$ cat src/rtl/tdm_pkg.sv
// -----------------------------------------------------------------------------
// tdm_pkg
// Shared definitions for the bit-interleaved TDM receive path: alignment FSM
// state encoding, a constant-evaluable ceil(log2) helper, and counter widths
// and frame length for the default configuration (2 lanes x 8-bit words).
// No ports.
// -----------------------------------------------------------------------------
package tdm_pkg;

    // Alignment state: HUNT waits for a frame marker, LOCKED tracks the frame.
    typedef enum logic [0:0] {
        HUNT   = 1'b0,
        LOCKED = 1'b1
    } state_e;

    // ceil(log2(value)), never less than 1 so a counter always has a bit.
    function automatic int unsigned clog2(input int unsigned value);
        int unsigned width;
        width = 32'd0;
        for (int i = 0; i < 32; i++) begin
            if ((64'd1 << i) < 64'(value)) begin
                width = 32'(i + 1);
            end else begin
                width = width;
            end
        end
        if (width == 32'd0) begin
            width = 32'd1;
        end else begin
            width = width;
        end
        return width;
    endfunction

    localparam int unsigned DEF_NUM_LANES = 32'd2;
    localparam int unsigned DEF_WORD_W    = 32'd8;
    localparam int unsigned LANE_CNT_W    = clog2(DEF_NUM_LANES);
    localparam int unsigned BIT_CNT_W     = clog2(DEF_WORD_W);
    localparam int unsigned FRAME_BITS    = DEF_NUM_LANES * DEF_WORD_W;

endpackage

$ cat src/rtl/tdm_lane_deser.sv
// -----------------------------------------------------------------------------
// tdm_lane_deser
// One lane of the TDM receiver: MSB-first shift register, output word register
// and a one-cycle valid pulse when a word completes.
// Ports:
//   clk, rst   clock, synchronous active-high reset
//   shift_en   this lane owns the current accepted bit
//   in_bit     serial data bit
//   last_bit   the current bit is the final (LSB) bit of a word
//   flush      discard the partial word (a concurrent shift starts a new one)
//   word       last completed word, held until the next completion
//   valid      one-cycle pulse in the cycle after a word completes
// -----------------------------------------------------------------------------
module tdm_lane_deser
    import tdm_pkg::*;
#(
    parameter int unsigned WORD_W = DEF_WORD_W
) (
    input  logic              clk,
    input  logic              rst,
    input  logic              shift_en,
    input  logic              in_bit,
    input  logic              last_bit,
    input  logic              flush,
    output logic [WORD_W-1:0] word,
    output logic              valid
);

    logic [WORD_W-1:0] sr_r;
    logic [WORD_W-1:0] word_r;
    logic              valid_r;
    logic [WORD_W-1:0] shifted_s;

    assign shifted_s = {sr_r[WORD_W-2:0], in_bit};

    // Shift register, completed-word capture and valid pulse generation.
    always_ff @(posedge clk) begin
        if (rst) begin
            sr_r    <= {WORD_W{1'b0}};
            word_r  <= {WORD_W{1'b0}};
            valid_r <= 1'b0;
        end else begin
            valid_r <= 1'b0;
            if (flush) begin
                // A flush that coincides with a shift is a realignment: the
                // incoming bit becomes the MSB of a fresh word.
                sr_r <= shift_en ? {{(WORD_W-1){1'b0}}, in_bit} : {WORD_W{1'b0}};
            end else if (shift_en) begin
                sr_r <= shifted_s;
            end else begin
                sr_r <= sr_r;
            end
            if (shift_en && last_bit && !flush) begin
                word_r  <= shifted_s;
                valid_r <= 1'b1;
            end else begin
                word_r  <= word_r;
            end
        end
    end

    assign word  = word_r;
    assign valid = valid_r;

endmodule

$ cat src/rtl/tdm_demux.sv
// -----------------------------------------------------------------------------
// tdm_demux
// Receive side of bit-level TDM: locks onto frame alignment using frame_sync,
// routes each accepted bit to its lane (bit n -> lane n mod NUM_LANES) and
// deserialises WORD_W bits per lane, MSB first.
// Ports:
//   clk, rst     clock, synchronous active-high reset
//   in_bit       serial data bit
//   in_valid     bit is meaningful; when low nothing advances
//   frame_sync   marks lane 0 / bit 0 of a frame (qualified by in_valid)
//   out_data     lane L word in bits [L*WORD_W +: WORD_W]
//   out_valid    one-cycle pulse per lane when its slice updates
//   locked       high while aligned
//   sync_err     one-cycle pulse on an unexpected or missing frame_sync
// -----------------------------------------------------------------------------
module tdm_demux
    import tdm_pkg::*;
#(
    parameter int unsigned NUM_LANES = DEF_NUM_LANES,
    parameter int unsigned WORD_W    = DEF_WORD_W
) (
    input  logic                          clk,
    input  logic                          rst,
    input  logic                          in_bit,
    input  logic                          in_valid,
    input  logic                          frame_sync,
    output logic [NUM_LANES*WORD_W-1:0]   out_data,
    output logic [NUM_LANES-1:0]          out_valid,
    output logic                          locked,
    output logic                          sync_err
);

    localparam int unsigned     LC_W      = clog2(NUM_LANES);
    localparam int unsigned     BC_W      = clog2(WORD_W);
    localparam logic [LC_W-1:0] LANE_ZERO = {LC_W{1'b0}};
    localparam logic [LC_W-1:0] LANE_ONE  = LC_W'(1);
    localparam logic [LC_W-1:0] LANE_LAST = LC_W'(NUM_LANES - 1);
    localparam logic [BC_W-1:0] BIT_ZERO  = {BC_W{1'b0}};
    localparam logic [BC_W-1:0] BIT_LAST  = BC_W'(WORD_W - 1);

    state_e          state_r;
    state_e          state_s;
    logic [LC_W-1:0] lane_cnt_r;
    logic [LC_W-1:0] lane_cnt_s;
    logic [BC_W-1:0] bit_cnt_r;
    logic [BC_W-1:0] bit_cnt_s;
    logic [LC_W-1:0] lane_sel_s;
    logic            shift_s;
    logic            flush_s;
    logic            last_s;
    logic            err_s;
    logic            at_start_s;
    logic            locked_r;
    logic            sync_err_r;

    assign at_start_s = (lane_cnt_r == LANE_ZERO) && (bit_cnt_r == BIT_ZERO);

    // Next-state, counter advance, lane steering and sync checking.
    always_comb begin
        state_s    = state_r;
        lane_cnt_s = lane_cnt_r;
        bit_cnt_s  = bit_cnt_r;
        lane_sel_s = lane_cnt_r;
        shift_s    = 1'b0;
        flush_s    = 1'b0;
        last_s     = 1'b0;
        err_s      = 1'b0;
        if (in_valid) begin
            case (state_r)
                HUNT: begin
                    if (frame_sync) begin
                        // Marker found: this bit is lane 0 / bit 0.
                        flush_s    = 1'b1;
                        shift_s    = 1'b1;
                        lane_sel_s = LANE_ZERO;
                        lane_cnt_s = LANE_ONE;
                        bit_cnt_s  = BIT_ZERO;
                        state_s    = LOCKED;
                    end else begin
                        lane_cnt_s = LANE_ZERO;
                        bit_cnt_s  = BIT_ZERO;
                    end
                end
                LOCKED: begin
                    if (frame_sync && !at_start_s) begin
                        // Marker in the wrong place: drop partials and
                        // realign on this bit without leaving LOCKED.
                        err_s      = 1'b1;
                        flush_s    = 1'b1;
                        shift_s    = 1'b1;
                        lane_sel_s = LANE_ZERO;
                        lane_cnt_s = LANE_ONE;
                        bit_cnt_s  = BIT_ZERO;
                    end else if (!frame_sync && at_start_s) begin
                        // Marker missing where a frame must start.
                        err_s      = 1'b1;
                        flush_s    = 1'b1;
                        lane_cnt_s = LANE_ZERO;
                        bit_cnt_s  = BIT_ZERO;
                        state_s    = HUNT;
                    end else begin
                        shift_s = 1'b1;
                        last_s  = (bit_cnt_r == BIT_LAST);
                        if (lane_cnt_r == LANE_LAST) begin
                            lane_cnt_s = LANE_ZERO;
                            if (bit_cnt_r == BIT_LAST) begin
                                bit_cnt_s = BIT_ZERO;
                            end else begin
                                bit_cnt_s = bit_cnt_r + BC_W'(1);
                            end
                        end else begin
                            lane_cnt_s = lane_cnt_r + LC_W'(1);
                        end
                    end
                end
                default: begin
                    state_s    = HUNT;
                    lane_cnt_s = LANE_ZERO;
                    bit_cnt_s  = BIT_ZERO;
                    flush_s    = 1'b1;
                end
            endcase
        end else begin
            state_s = state_r;
        end
    end

    // FSM state, position counters and registered status outputs.
    always_ff @(posedge clk) begin
        if (rst) begin
            state_r    <= HUNT;
            lane_cnt_r <= LANE_ZERO;
            bit_cnt_r  <= BIT_ZERO;
            locked_r   <= 1'b0;
            sync_err_r <= 1'b0;
        end else begin
            state_r    <= state_s;
            lane_cnt_r <= lane_cnt_s;
            bit_cnt_r  <= bit_cnt_s;
            locked_r   <= (state_s == LOCKED);
            sync_err_r <= err_s;
        end
    end

    assign locked   = locked_r;
    assign sync_err = sync_err_r;

    for (genvar l = 0; l < NUM_LANES; l++) begin : g_lane
        logic lane_hit_s;
        assign lane_hit_s = shift_s && (lane_sel_s == LC_W'(l));

        tdm_lane_deser #(
            .WORD_W(WORD_W)
        ) u_lane (
            .clk      (clk),
            .rst      (rst),
            .shift_en (lane_hit_s),
            .in_bit   (in_bit),
            .last_bit (last_s),
            .flush    (flush_s),
            .word     (out_data[l*WORD_W +: WORD_W]),
            .valid    (out_valid[l])
        );
    end

endmodule
$ cat config.mk
export PLATFORM = sky130hd
export DESIGN_NAME = tdm_demux
export DESIGN_NICKNAME = d
export VERILOG_FILES = /design/src/rtl/tdm_pkg.sv /design/src/rtl/tdm_lane_deser.sv /design/src/rtl/tdm_demux.sv
export SDC_FILE = /design/constraint.sdc
export NUM_CORES = 1
export LEC_CHECK = 0
export ABC_CLOCK_PERIOD_IN_PS = 2500
export BUFFER_PORTS_ARGS = -buffer_cell sky130_fd_sc_hd__buf_2
export CORE_MARGIN = 2
export CORE_UTILIZATION = 40
export DETAILED_ROUTE_END_ITERATION = 16
export GPL_TIMING_DRIVEN = 0
export HOLD_SLACK_MARGIN = 0.15
export PLACE_DENSITY_LB_ADDON = 0.2
export SLEW_MARGIN = 10
export SYNTH_ARGS = -nofsm -noshare
export SYNTH_HDL_FRONTEND = slang
export SYNTH_SLANG_ARGS = --single-unit
export TNS_END_PERCENT = 10
$ cat constraint.sdc
create_clock -name clk -period 2.5 [get_ports clk]
set_input_delay 0.125 -clock clk [delete_from_list [all_inputs] [get_ports clk]]
set_output_delay 0.125 -clock clk [all_outputs]
set_load 0.05 [all_outputs]
Word-level counts from Yosys, hierarchy flattened
Index checks and enable logic that the tools add are counted.

operators by class
  add/sub/neg operators = 2
  multipliers = 0
  divide/modulo/power cells = 0
  $lt $le $gt $ge = 0
  equal/unequal tests = 2
  shifts and indexed selects = 0
  mux-type cells = 34
  bitwise operators = 4
  reductions and logical operators = 17

operators with widths
  cell                 number
  $mux 7               4
  $mux 1               21
  $mux 3               4
  $logic_and 1x1->1    9
  $pmux 1 s2           4
  $pmux 3 s2           1
  $ne 4x2->1 const B   1
  $not 1->1            4
  $reduce_bool 2->1    2
  $add 3x1->3 const B  1
  $eq 3x3->1 const B   1
  $logic_not 1->1      3
  $logic_not 3->1      1
  $reduce_or 3->1      1
  $reduce_and 2->1     1
  $add 1x1->1 const B  1

storage, ports and cells
  register bits = 38
  latch bits = 0
  bits in writable memories = 0
  memory bits (read-only) = 0
  bits of input ports = 5
  output and inout bits = 20
  word-level logic and storage cells = 69
  memories = 0

Longest topological paths before layout
Gate-level depths: netlist of run 1.

  depth after elaboration = 12
  depth in mapped cells = 10
  gate-level depth less buffers = 9

By module
Synthesis of run 1 repeated with hierarchy kept, for this count alone.

second synthesis, totals
  cells, all modules = 174
  area total of the unflattened synthesis = 1756.7 um2

modules (own cells, without submodules)
  module          instances  cells an instance  area each (um2)  sequential area each (um2)
  tdm_lane_deser  2          63                 656.9            320.3
  tdm_demux       1          48                 442.9            120.1

Worst setup path before layout of run 1
Ideal clock, no wire load.

  path type = flip-flop to flip-flop
  from = register bit_cnt_r[0]
  to = register g_lane[0].u_lane.word_r[2]
  setup time = 0.072 ns
  arrival time = 1.823 ns
  data required time = 2.428 ns
  slack = 0.606 ns
  stages on the path, launching flop included = 10
  path buffers = 1
  period minus slack after synthesis = 1.894 ns
  cell sequence = dfxtp_1 inv_1 ha_1 and2_1 ha_1 and4bb_1 and3_1 nor2b_1 buf_4 mux2i_1

between the ends
  cells in the longest elaborated chain, start to end = 11
  elaborated cells on any way between the ends = 26
  those cells by class = eq/ne (1); mux (15); bitwise (1); reduce/logical (9)

ends and longest elaborated chain
  element                   RTL line              RTL
  start: declaration        tdm_demux.sv:45       logic [BC_W-1:0] bit_cnt_r;
  start signal: assignment  tdm_demux.sv:139      bit_cnt_r <= bit_cnt_s;
  $logic_not 3->1           tdm_demux.sv:56       assign at_start_s = (lane_cnt_r == LANE_ZERO) && (bit_cnt_r == BIT_ZERO);
  $logic_and 1x1->1         tdm_demux.sv:56
  $logic_not 1->1           tdm_demux.sv:85       if (frame_sync && !at_start_s) begin
  $logic_and 1x1->1         tdm_demux.sv:85
  $mux 1                    tdm_demux.sv:85
  $pmux 1 s2                tdm_demux.sv:69       case (state_r)
  $mux 1                    tdm_demux.sv:68       if (in_valid) begin
  $not 1->1                 tdm_demux.sv:150      assign lane_hit_s = shift_s && (lane_sel_s == LC_W'(l));
  $logic_and 1x1->1         tdm_demux.sv:150
  $logic_and 1x1->1         tdm_lane_deser.sv:53  if (shift_en && last_bit && !flush) begin
  $logic_and 1x1->1 *       tdm_lane_deser.sv:53
  end signal: assignment    tdm_lane_deser.sv:40  word_r <= {WORD_W{1'b0}};
  end signal: assignment    tdm_lane_deser.sv:54  word_r <= shifted_s;
  end signal: assignment    tdm_lane_deser.sv:57  word_r <= word_r;
  end: declaration          tdm_lane_deser.sv:30  logic [WORD_W-1:0] word_r;

Mark *: on every way between the ends. The rest lies on a longest branch, timed or not.
A chain may end at the register's enable or synchronous reset.

Final worst setup path of run 1
  from = register bit_cnt_r[0]
  to = register g_lane[1].u_lane.sr_r[3]

between the ends
  cells in the longest elaborated chain, start to end = 9
  elaborated cells on any way between the ends = 19
  those cells by class = mux (12); reduce/logical (7)

ends and longest elaborated chain
  element                                                      RTL line                          RTL
  $logic_not 3->1 *                                            tdm_demux.sv:56
  $logic_and 1x1->1 *                                          tdm_demux.sv:56
  $logic_and 1x1->1 / $logic_not 1->1 (equally long branches)  tdm_demux.sv:94, tdm_demux.sv:85
  $mux 1 / $logic_and 1x1->1 (equally long branches)           tdm_demux.sv:94, tdm_demux.sv:85
  $mux 1                                                       tdm_demux.sv:85
  $pmux 1 s2                                                   tdm_demux.sv:69
  $mux 1                                                       tdm_demux.sv:68
  $logic_and 1x1->1                                            tdm_demux.sv:150
  $reduce_bool 2->1 (no source line)                           n/a
  end signal: assignment                                       tdm_lane_deser.sv:47              sr_r <= shift_en ? {{(WORD_W-1){1'b0}}, in_bit} : {WORD_W{1'b0}};
  end signal: assignment                                       tdm_lane_deser.sv:49              sr_r <= shifted_s;
  end signal: assignment                                       tdm_lane_deser.sv:51              sr_r <= sr_r;
  end: declaration                                             tdm_lane_deser.sv:29              logic [WORD_W-1:0] sr_r;

Marks and branches as above.

==> results_tabular.tex, run 1 <==
\begin{tabular}{lr}
\hline
Metric & Value \\
\hline
\multicolumn{2}{l}{\textbf{Worst setup path}} \\
Worst Setup Start Kind & register \\
Crit. End Element & register \\
Worst EP arrival & 2.28 ns \\
Worst Path Max Fanout & 10 \\
WP data required & 2.68 ns \\
Master of the slowest instance on the critical path & sky130\_fd\_sc\_hd\_\_o21bai\_1 \\
CP cell instances & inv\_1 > ha\_1 > and2\_1 > inv\_1 > ha\_1 > inv\_1 > a21oi\_1 > o21bai\_1 > buf\_2 > nor2\_1 \\
Type of the setup path with the least slack & reg -> reg \\
Most repeated library cell on the critical path & sky130\_fd\_sc\_hd\_\_inv\_1 \\
CP peak stage delay & 0.38 ns \\
\multicolumn{2}{l}{\textbf{Placement}} \\
Last weighted congestion value of the routability-driven placer & 0.8919 \\
Post-DP HPWL & 2426 um \\
I/O Buffers & 24 \\
\multicolumn{2}{l}{\textbf{Global route}} \\
Leftover overflow at the end of global routing & 0 \\
Total GRT Usage & 16.11\% \\
First-pass GRT wire length & 5478 um \\
Largest net degree at the start of global routing & 13 \\
Antenna violations before repair & 0 \\
Vias in the first global route & 1236 \\
\multicolumn{2}{l}{\textbf{Floorplan}} \\
Number of rows created at floorplan & 23 \\
Die X & 68.33 um \\
Die area & 4669 um\^{}2 \\
Number of primary I/O pins & 25 \\
Initial Util & 41.38\% \\
Std-Cell Core Area & 4000 um\^{}2 \\
Die extent in y & 68.33 um \\
\multicolumn{2}{l}{\textbf{Clocking}} \\
Clk Latency, worst-skew pair & 0.29 ns \\
Clock Tree Root & sky130\_fd\_sc\_hd\_\_clkbuf\_8 \\
Maximum count of clock buffers along a single path & 2 \\
Worst-path clk slew & 0.07 ns \\
Hold\_buf cts & 0 \\
H-tree depth reported by CTS & 2 \\
Clock net sink count & 38 \\
Cells resized by post-CTS repair & 0 \\
Clock buffer count from CTS & 5 \\
CTS tree & yes \\
Post-CTS setup buffers & 0 \\
\multicolumn{2}{l}{\textbf{Drt}} \\
Mean routed wirelength per cell & 12.53 um \\
Pre-Repair DR Iteration Count & 4 \\
Routed vias/inst & 4.977 \\
Post-detailed-route DRC marker count & 0 \\
Antenna Nets Post-Route & 0 \\
Number of DRC markers after the initial detailed-route iteration & 54 \\
Via count & 1289 \\
Routed WL & 3244 um \\
\multicolumn{2}{l}{\textbf{Synth}} \\
Ys flop type & sky130\_fd\_sc\_hd\_\_dfxtp\_1 \\
Total number of yosys warnings & 0 \\
Number of distinct library cells after synthesis & 30 \\
Synthesized netlist net count & 187 \\
Synth async-reset ratio & 0\% \\
Sequential cell area fraction in the yosys report & 45.96\% \\
Syn\_area\_per\_cell & 9.352 um\^{}2 \\
EDFF count, synth & 0 \\
Synth Cell Area & 1655 um\^{}2 \\
Post-synthesis sequential element count & 38 \\
Post-Syn Instances & 177 \\
\multicolumn{2}{l}{\textbf{Timing}} \\
Highest attainable clock frequency & 0.4758 GHz \\
Number of hold-slack violations in the final timing report & 0 \\
Worst Max-Slew Pin Slew & 0.4489 ns \\
Slew headroom & 70.01\% \\
Shortest clock period the worst path allows after layout & 2.102 ns \\
Number of setup violations in the final report & 0 \\
Share of the clock period used by the worst path & 84.08\% \\
Setup Total Neg Slack & 0 ns \\
Final-report max-slew violation count & 0 \\
Unrepaired setup endpoints after global routing & false \\
Fin Hold WS & 0.1660 ns \\
Layout Skew & 0.003981 ns \\
\multicolumn{2}{l}{\textbf{Power and ir drop}} \\
Leak Pwr & 0.8852 nW \\
Switching Fraction & 24.16\% \\
Highest ir drop seen on vdd & 0.0003528 V \\
Internal & 0.8664 mW \\
Total power divided by cell area & 591.0 nW/um\^{}2 \\
Part of the total power dissipated in combinational logic & 8.4\% \\
Clock power frac & 37.9\% \\
Final Total Pwr & 1.142 mW \\
Part of the power in registers & 53.7\% \\
Net switching power & 0.2761 mW \\
\multicolumn{2}{l}{\textbf{Final layout}} \\
Count of fill cells added during filler insertion & 384 \\
Sequential cell area & 760.7 um\^{}2 \\
Number of antenna diodes & 0 \\
Final core utilization & 48.33\% \\
Post-synthesis to final-layout area growth & 16.78\% \\
Final Net Count & 218 \\
Area used by multi-input combinational logic & 814.5 um\^{}2 \\
Ratio of cells with drive above 1 in the final layout & 20.57\% \\
\multicolumn{2}{l}{\textbf{Status}} \\
Run status & finished clean \\
\multicolumn{2}{l}{\textbf{Min path}} \\
Hold Path Class & in -> reg \\
\multicolumn{2}{l}{\textbf{Flow run}} \\
Max-Cap Viols & 0 \\
\hline
\end{tabular}
## layout make-up
type / count / share of cell area, %
Tap cell: 50 / 3.236
Sequential cell: 38 / 39.35
Buffer: 11 / 2.977
Clock buffer: 6 / 4.272
Clock inverter: 2 / 0.6473
Timing Repair Buffer: 24 / 6.214
Inverter: 6 / 1.165
Multi-Input combinational cell: 122 / 42.14
## cells in the mapped netlist, drive strengths merged (2+ instances only)
cell type	number	area share [%]
inv	6	1.4
a21oi	10	3.0
ha	5	3.8
nor3	4	1.2
o21bai	2	0.91
nand2b	19	7.2
nand3	3	0.91
nor2	19	4.3
clkbuf	4	0.91
dfxtp	38	46
o22ai	2	0.76
nor2b	3	1.1
o21ai	8	2.4
mux2i	21	13
nand2	8	1.8
nand3b	7	3.2
buf	7	2.6
## routing by layer
metal / wire [um] / global-route usage, % / vias up / share of wire [%]
met3: 153 / 4.112 / 7 / 4.7
met5: 0 / 0 / - / 0
met4: 63 / 9.500 / 0 / 1.9
li1: - / - / 661 / -
met1: 1463 / 18.74 / 589 / 45
met2: 1563 / 26.58 / 32 / 48
## worst paths after layout
check / start / endpoint / slack, ns / cells past startpoint
setup / recovery: bit_cnt_r[0] / g_lane[1].u_lane.sr_r[3] / 0.40 / 10
hold / removal: in_valid / g_lane[0].u_lane.valid / 0.17 / 3
setup reg to reg: bit_cnt_r[0] / g_lane[1].u_lane.sr_r[3] / 0.40 / 10
hold reg to reg: bit_cnt_r[1] / bit_cnt_r[1] / 0.48 / 2
## cell usage in the layout (no fill, tap or decap), drive strengths merged, types with 2 or more instances in the layout
cell    count
o21bai      2
mux2i      21
nand2       8
o21ai       8
clkbuf     10
nor2b       3
nand3       3
dfxtp      38
a21oi      10
ha          5
nand2b     19
nor3        4
nor2       19
nand3b      7
inv         6
buf        31
o22ai       2
## power groups by stage
| stage | clock network (mW) | registers (mW) | logic [mW] |
|---|---|---|---|
| after floorplan | 0 | 0.631 | 0.0662 |
| after global placement | 0 | 0.627 | 0.0934 |
| final | 0.433 | 0.613 | 0.0960 |
| after global routing | 0.480 | 0.613 | 0.106 |
| after detailed placement | 0 | 0.627 | 0.0955 |
| after CTS | 0.447 | 0.613 | 0.0956 |
## flip-flops by register name, summed over array words and instances (netlist names)
signal and flops:
bit_cnt_r 3, g_lane.u_lane.sr_r 14, g_lane.u_lane.valid 2, g_lane.u_lane.word 16
lane_cnt_r 1, locked 1, sync_err 1
## cells by family (layout without fill, tap and decap cells)
family | Yosys count | in the layout | share of synthesized area (%)
AOI/OAI and AO/OA | 26 | 26 | 9.297
DFF | 38 | 38 | 45.96
and+or+nand+nor | 69 | 69 | 22.75
buffers and inverters | 17 | 49 | 4.837
adders and majority gates | 5 | 5 | 3.779
muxes | 22 | 22 | 13.38
## worst max-delay path, delay by kind of cell (launching register included)
kind	cells	cell delay (ns)
buf+inv	4	0.51
flops	1	0.36
fa+ha+maj	2	0.46
compound gates	2	0.44
simple gates	2	0.22
## per-stage QoR
stage          setup slack [ns]  cells  cell area [um^2]
2_1_floorplan            0.6057    177              1655
3_3_place_gp             0.4282    251              1838
3_5_place_dp             0.4083    251              1838
4_1_cts                  0.3860    259              1933
5_1_grt                  0.2271    259              1933
6_report                 0.3981    259              1933
Note: power is estimated with default switching activity, not from simulation.
==> run 2, diff against run 1 <==
Settings changed: ABC_CLOCK_PERIOD_IN_PS 2500 to 2000.
Clock period 2.5 ns to 2 ns, I/O delays scaled along.
==> results_tabular.tex, run 2 (same netlist as run 1, synthesis figures left out) <==
\begin{tabular}{lr}
\hline
Metric & Value \\
\hline
\multicolumn{2}{l}{\textbf{Timing}} \\
Slew headroom & 70.08\% (about the same) \\
Worst Max-Slew Pin Slew & 0.4489 ns (-0.00006354 ns) \\
Final-report max-slew violation count & 0 (unchanged) \\
Unrepaired setup endpoints after global routing & true \\
Number of hold-slack violations in the final timing report & 0 (unchanged) \\
Layout Skew & 0.005010 ns (+0.001029 ns) \\
Setup Total Neg Slack & 0 ns (unchanged) \\
Number of setup violations in the final report & 0 (unchanged) \\
Highest attainable clock frequency & 0.5093 GHz (+7.0\%) \\
Shortest clock period the worst path allows after layout & 1.964 ns (-0.1384 ns) \\
Share of the clock period used by the worst path & 98.18\% (+14 points) \\
\multicolumn{2}{l}{\textbf{Floorplan}} \\
Std-Cell Core Area & 4000 um\^{}2 (unchanged) \\
Number of rows created at floorplan & 23 (unchanged) \\
Number of primary I/O pins & 25 (unchanged) \\
Die extent in y & 68.33 um (unchanged) \\
Initial Util & 41.38\% (unchanged) \\
Die area & 4669 um\^{}2 (unchanged) \\
Die X & 68.33 um (unchanged) \\
\multicolumn{2}{l}{\textbf{Global route}} \\
Leftover overflow at the end of global routing & 0 (unchanged) \\
Largest net degree at the start of global routing & 13 (unchanged) \\
Total GRT Usage & 16.35\% (+0.24 points) \\
Vias in the first global route & 1254 (+1.5\%) \\
Antenna violations before repair & 0 (unchanged) \\
First-pass GRT wire length & 5547 um (+1.3\%) \\
\multicolumn{2}{l}{\textbf{Power and ir drop}} \\
Total power divided by cell area & 713.1 nW/um\^{}2 (+21\%) \\
Highest ir drop seen on vdd & 0.0004421 V (+25\%) \\
Leak Pwr & 0.8963 nW (+1.3\%) \\
\multicolumn{2}{l}{\textbf{Final layout}} \\
Number of antenna diodes & 0 (unchanged) \\
Post-layout instance count excluding filler cells & 262 (+1.2\%) \\
Count of fill cells added during filler insertion & 382 (-0.52\%) \\
Top library cells by usage in the layout, fill and taps aside & 35 x sky130\_fd\_sc\_hd\_\_dfxtp\_1, 27 x sky130\_fd\_sc\_hd\_\_buf\_2, 21 x sky130\_fd\_sc\_hd\_\_mux2i\_1 \\
Final Net Count & 221 (+1.4\%) \\
Sequential cell area & 767.0 um\^{}2 (+0.82\%) \\
Final core utilization & 51.02\% (+2.7 points) \\
Most common cell after layout, fill and taps aside & sky130\_fd\_sc\_hd\_\_dfxtp\_1 \\
Ratio of cells with drive above 1 in the final layout & 28.77\% (+8.2 points) \\
Area used by multi-input combinational logic & 884.6 um\^{}2 (+8.6\%) \\
Post-synthesis to final-layout area growth & 23.28\% \\
Number of flip-flops under the largest register name & 16 (unchanged) \\
\multicolumn{2}{l}{\textbf{Placement}} \\
Number of instances in the placed design & 251 (unchanged) \\
I/O Buffers & 24 (unchanged) \\
Post-DP HPWL & 2426 um (unchanged) \\
Last weighted congestion value of the routability-driven placer & 0.8919 (unchanged) \\
\multicolumn{2}{l}{\textbf{Drt}} \\
Mean routed wirelength per cell & 13.39 um (+6.9\%) \\
Routed WL & 3508 um (+8.1\%) \\
Pre-Repair DR Iteration Count & 4 (unchanged) \\
Number of DRC markers after the initial detailed-route iteration & 54 (unchanged) \\
Antenna Nets Post-Route & 0 (unchanged) \\
Routed vias/inst & 5.038 (+1.2\%) \\
Via count & 1320 (+2.4\%) \\
Post-detailed-route DRC marker count & 0 (unchanged) \\
\multicolumn{2}{l}{\textbf{Clocking}} \\
H-tree depth reported by CTS & 2 (unchanged) \\
Clk Latency, worst-skew pair & 0.29 ns (about the same) \\
Maximum count of clock buffers along a single path & 2 (unchanged) \\
Clock buffer count from CTS & 5 (unchanged) \\
Worst-path clk slew & 0.07 ns (about the same) \\
Clock net sink count & 38 (unchanged) \\
CTS tree & yes \\
Clock Tree Root & sky130\_fd\_sc\_hd\_\_clkbuf\_8 \\
\multicolumn{2}{l}{\textbf{Flow run}} \\
Max-Cap Viols & 0 (unchanged) \\
\multicolumn{2}{l}{\textbf{Worst setup path}} \\
Worst Path Max Fanout & 6 (-4) \\
Path depth of the worst reg2reg path & 10 (unchanged) \\
Worst Setup Start Kind & register \\
Reg2reg setup slack & 0.04 ns (-0.36 ns) \\
Worst EP arrival & 2.18 ns (-0.10 ns) \\
WP data required & 2.22 ns (-0.46 ns) \\
Crit. End Element & register \\
Type of the setup path with the least slack & reg -> reg \\
Reg-to-Reg Start & bit\_cnt\_r[0] \\
End of the worst register-to-register path & g\_lane[0].u\_lane.word[2] \\
\multicolumn{2}{l}{\textbf{Min path}} \\
Sink of the worst hold path & locked \\
Cell count of the worst hold path & 3 (unchanged) \\
Start point of the worst min-delay path & frame\_sync \\
Hold Path Class & in -> reg \\
\multicolumn{2}{l}{\textbf{Status}} \\
Run status & finished clean \\
\hline
\end{tabular}
[run 2: cell count changes in the layout (fill, tap and decap cells not counted), sizes merged]
cell         delta
buf             +2
dlygate4sd3     +1
[run 2: area by class of cell]
cell class,instances,share of cell area (%)
buffer,10,2.759
clock buffer,6,4.047
clock inverter,2,0.6131
inverter,6,1.104
multi-input combinational,122,43.35
sequential,38,37.58
tap,50,3.066
timing repair buffer,28,7.480
[run 2: power by group]
| part | leakage [nW] | switching (mW) | internal [mW] |
|---|---|---|---|
| registers | 0.308 | 0.00914 | 0.762 |
| clock network | 0.0472 | 0.266 | 0.277 |
| logic | 0.541 | 0.0840 | 0.0578 |
[run 2: per-stage QoR]
step	worst slack [ns]	power, mW	instance area, um^2	hold WS, ns
2_1_floorplan	0.1057	0.8718	1655	0.2625
3_3_place_gp	-0.07184	0.9001	1838	0.4438
3_5_place_dp	-0.09173	0.9030	1838	0.4448
4_1_cts	-0.08614	1.447	1949	0.1535
5_1_grt	-0.05291	1.525	2041	0.2069
6_report	0.03643	1.455	2041	0.1940
[run 2: critical path: stages, from the launching register on]
cell	delay [ns]
sky130_fd_sc_hd__dfxtp_2	0.34
sky130_fd_sc_hd__inv_2	0.08
sky130_fd_sc_hd__ha_4	0.12
sky130_fd_sc_hd__and2_4	0.14
sky130_fd_sc_hd__inv_2	0.05
sky130_fd_sc_hd__ha_4	0.16
sky130_fd_sc_hd__and4bb_2	0.35
sky130_fd_sc_hd__and3_4	0.20
sky130_fd_sc_hd__nor2b_4	0.13
sky130_fd_sc_hd__buf_6	0.13
sky130_fd_sc_hd__mux2i_1	0.19
[run 2: what timing repair did]
item,in CTS,in global routing
hold buffers,1,0
setup endpoints to repair,25,31
endpoints found under the hold margin,2,0
resized for setup,2,21
pin swaps,1,3
buffers inserted,0,3
[run 2: how the worst max path moves through the flow]
stage	endpoint	startpoint	slack (ns)
2_1_floorplan	g_lane[0].u_lane.word[2]	bit_cnt_r[0]	0.11
3_3_place_gp	g_lane[1].u_lane.sr_r[3]	lane_cnt_r	-0.07
3_5_place_dp	g_lane[0].u_lane.word[2]	bit_cnt_r[0]	-0.09
4_1_cts	g_lane[0].u_lane.word[2]	lane_cnt_r	-0.09
5_1_grt	g_lane[0].u_lane.word[6]	lane_cnt_r	-0.05
6_report	g_lane[0].u_lane.word[2]	bit_cnt_r[0]	0.04
[run 2: layer usage]
| metal | part of all wire, % | wire length [um] | vias up | global-route usage, % |
|---|---|---|---|---|
| met5 | 0 | 0 | - | 0 |
| met4 | 2.5 | 87 | 0 | 10.00 |
| met3 | 4.3 | 150 | 9 | 4.112 |
| met2 | 49 | 1713 | 31 | 27.06 |
| met1 | 44 | 1555 | 610 | 18.84 |
| li1 | - | - | 670 | - |
==> run 3, diff against run 2 <==
Settings changed: PLACE_DENSITY set to 0.63, PLACE_DENSITY_LB_ADDON 0.2 to not set.
==> results_tabular.tex, run 3 (same netlist as run 1, synthesis figures left out) <==
\begin{tabular}{lr}
\hline
Metric & Value \\
\hline
\multicolumn{2}{l}{\textbf{Worst setup path}} \\
Worst EP arrival & 2.12 ns (-0.06 ns) \\
Worst Path Max Fanout & 6 (unchanged) \\
Type of the setup path with the least slack & reg -> reg \\
WP data required & 2.23 ns (about the same) \\
Crit. End Element & register \\
Worst Setup Start Kind & register \\
Reg2reg setup slack & 0.11 ns (+0.08 ns) \\
\multicolumn{2}{l}{\textbf{Timing}} \\
Slew headroom & 68.34\% (-1.7 points) \\
Number of setup violations in the final report & 0 (unchanged) \\
Share of the clock period used by the worst path & 94.37\% (-3.8 points) \\
Final-report max-slew violation count & 0 (unchanged) \\
Number of hold-slack violations in the final timing report & 0 (unchanged) \\
Shortest clock period the worst path allows after layout & 1.887 ns (-0.07624 ns) \\
Highest attainable clock frequency & 0.5299 GHz (+4.0\%) \\
Fin Hold WS & 0.1890 ns (-0.004985 ns) \\
Layout Skew & 0.009495 ns (+0.004484 ns) \\
PnR worst setup slack & 0.1127 ns (+0.07624 ns) \\
Worst Max-Slew Pin Slew & 0.4748 ns (+0.02600 ns) \\
Setup Total Neg Slack & 0 ns (unchanged) \\
\multicolumn{2}{l}{\textbf{Drt}} \\
Post-detailed-route DRC marker count & 0 (unchanged) \\
Antenna Nets Post-Route & 0 (unchanged) \\
Routed WL & 3459 um (-1.4\%) \\
Via count & 1341 (+1.6\%) \\
Pre-Repair DR Iteration Count & 4 (unchanged) \\
Mean routed wirelength per cell & 12.96 um (-3.2\%) \\
Routed vias/inst & 5.022 (-0.31\%) \\
Number of DRC markers after the initial detailed-route iteration & 39 (-28\%) \\
\multicolumn{2}{l}{\textbf{Final layout}} \\
Count of fill cells added during filler insertion & 385 (+0.79\%) \\
Final Net Count & 226 (+2.3\%) \\
Top library cells by usage in the layout, fill and taps aside & 35 x sky130\_fd\_sc\_hd\_\_dfxtp\_1, 26 x sky130\_fd\_sc\_hd\_\_buf\_2, 21 x sky130\_fd\_sc\_hd\_\_mux2i\_1 \\
Final core utilization & 53.77\% (+2.8 points) \\
Number of antenna diodes & 0 (unchanged) \\
Post-synthesis to final-layout area growth & 29.93\% \\
Ratio of cells with drive above 1 in the final layout & 31.34\% (+2.6 points) \\
Area used by multi-input combinational logic & 914.6 um\^{}2 (+3.4\%) \\
Number of flip-flops under the largest register name & 16 (unchanged) \\
Sequential cell area & 767.0 um\^{}2 (unchanged) \\
Post-layout instance count excluding filler cells & 267 (+1.9\%) \\
Most common cell after layout, fill and taps aside & sky130\_fd\_sc\_hd\_\_dfxtp\_1 \\
\multicolumn{2}{l}{\textbf{Global route}} \\
Antenna violations before repair & 0 (unchanged) \\
Largest net degree at the start of global routing & 13 (unchanged) \\
Total GRT Usage & 15.73\% (-0.62 points) \\
Vias in the first global route & 1224 (-2.4\%) \\
Leftover overflow at the end of global routing & 0 (unchanged) \\
First-pass GRT wire length & 5437 um (-2.0\%) \\
\multicolumn{2}{l}{\textbf{Placement}} \\
Setup WS pre-CTS & -0.1319 ns (-0.04013 ns) \\
I/O Buffers & 24 (unchanged) \\
Last weighted congestion value of the routability-driven placer & 0.7577 (-15\%) \\
Number of instances in the placed design & 251 (unchanged) \\
Post-DP HPWL & 2206 um (-9.1\%) \\
\multicolumn{2}{l}{\textbf{Floorplan}} \\
Number of rows created at floorplan & 23 (unchanged) \\
Die extent in y & 68.33 um (unchanged) \\
Die X & 68.33 um (unchanged) \\
Die area & 4669 um\^{}2 (unchanged) \\
Number of primary I/O pins & 25 (unchanged) \\
Initial Util & 41.38\% (unchanged) \\
Std-Cell Core Area & 4000 um\^{}2 (unchanged) \\
\multicolumn{2}{l}{\textbf{Clocking}} \\
H-tree depth reported by CTS & 2 (unchanged) \\
Clk Latency, worst-skew pair & 0.29 ns (about the same) \\
CTS tree & yes \\
Maximum count of clock buffers along a single path & 2 (unchanged) \\
Clock Tree Root & sky130\_fd\_sc\_hd\_\_clkbuf\_8 \\
Clock net sink count & 38 (unchanged) \\
Clock buffer count from CTS & 5 (unchanged) \\
Worst-path clk slew & 0.08 ns (about the same) \\
\multicolumn{2}{l}{\textbf{Power and ir drop}} \\
Net switching power & 0.3652 mW (+1.8\%) \\
Leak Pwr & 0.9680 nW (+8.0\%) \\
Highest ir drop seen on vdd & 0.0004517 V (+2.2\%) \\
Total power divided by cell area & 802.0 nW/um\^{}2 (+12\%) \\
Internal & 1.360 mW (+24\%) \\
Part of the power in registers & 44.8\% (-8.2 points) \\
Switching Fraction & 21.17\% (-3.5 points) \\
Part of the total power dissipated in combinational logic & 8.9\% (-0.8 points) \\
Clock power frac & 46.3\% (+9.0 points) \\
\multicolumn{2}{l}{\textbf{Status}} \\
Run status & finished clean \\
\multicolumn{2}{l}{\textbf{Flow run}} \\
Max-Cap Viols & 0 (unchanged) \\
\multicolumn{2}{l}{\textbf{Min path}} \\
Hold Path Class & in -> reg \\
\hline
\end{tabular}
-- run 3: cell count changes in the layout (fill, tap and decap cells not counted), sizes merged --
cell,before,now
buf,33,36
bufinv,0,2
clkbuf,10,11
clkinv,1,0
clkinvlp,1,0
nand4,1,2
-- run 3: path summary, 6_finish.rpt --
path | end | depth (start not counted) | from
hold / removal | g_lane[0].u_lane.sr_r[0] | 3 | in_bit
setup reg to reg | g_lane[0].u_lane.word[5] | 10 | bit_cnt_r[0]
setup / recovery | g_lane[0].u_lane.word[5] | 10 | bit_cnt_r[0]
hold reg to reg | bit_cnt_r[1] | 2 | bit_cnt_r[1]
-- run 3: stage by stage --
stage	area [um^2]	total power, mW
final	2151	1.725
after global placement	1838	0.9038
after global routing	2151	1.776
after detailed placement	1838	0.9038
after CTS	2031	1.716
after floorplan	1655	0.8718
-- run 3: area by class of cell --
| type | count | share of cell area, % |
|---|---|---|
| clock buffers | 6 | 3.839 |
| multi-input cells | 123 | 42.52 |
| flip-flops and latches | 38 | 35.66 |
| well taps | 50 | 2.909 |
| repair buffers | 32 | 8.493 |
| plain buffers | 10 | 2.734 |
| inverters | 6 | 1.047 |
| clock inverters | 2 | 2.792 |
-- run 3: what timing repair did --
item | CTS | global route
buffers inserted | 1 | 6
setup endpoints to repair | 25 | 28
cloned | 0 | 1
hold buffers | 1 | 0
resized for setup | 11 | 16
pin swaps | 1 | 3
endpoints found under the hold margin | 1 | 0
-- run 3: worst max-delay path, cell delays in order (launching register included) --
cell                       delay [ns]
sky130_fd_sc_hd__dfxtp_2         0.33
sky130_fd_sc_hd__inv_2           0.07
sky130_fd_sc_hd__ha_4            0.12
sky130_fd_sc_hd__and2_4          0.14
sky130_fd_sc_hd__inv_2           0.04
sky130_fd_sc_hd__ha_4            0.16
sky130_fd_sc_hd__and4bb_2        0.32
sky130_fd_sc_hd__and3_4          0.20
sky130_fd_sc_hd__nor2b_4         0.13
sky130_fd_sc_hd__buf_6           0.14
sky130_fd_sc_hd__mux2i_1         0.18
-- run 3: layer usage --
layer	share of wire [%]	vias to the layer above	global-route usage [%]
met5	0	-	0
met1	46	617	19.23
met3	4.7	10	4.112
li1	-	681	-
met2	47	33	25.24
met4	2.2	0	8.250
-- run 3: power groups by stage --
stage / Combinational [mW] / Sequential (mW) / Clock, mW
2_1_floorplan: 0.0827 / 0.789 / 0
3_3_place_gp: 0.120 / 0.784 / 0
3_5_place_dp: 0.120 / 0.784 / 0
4_1_cts: 0.129 / 0.771 / 0.816
5_1_grt: 0.166 / 0.774 / 0.836
6_report: 0.153 / 0.773 / 0.799
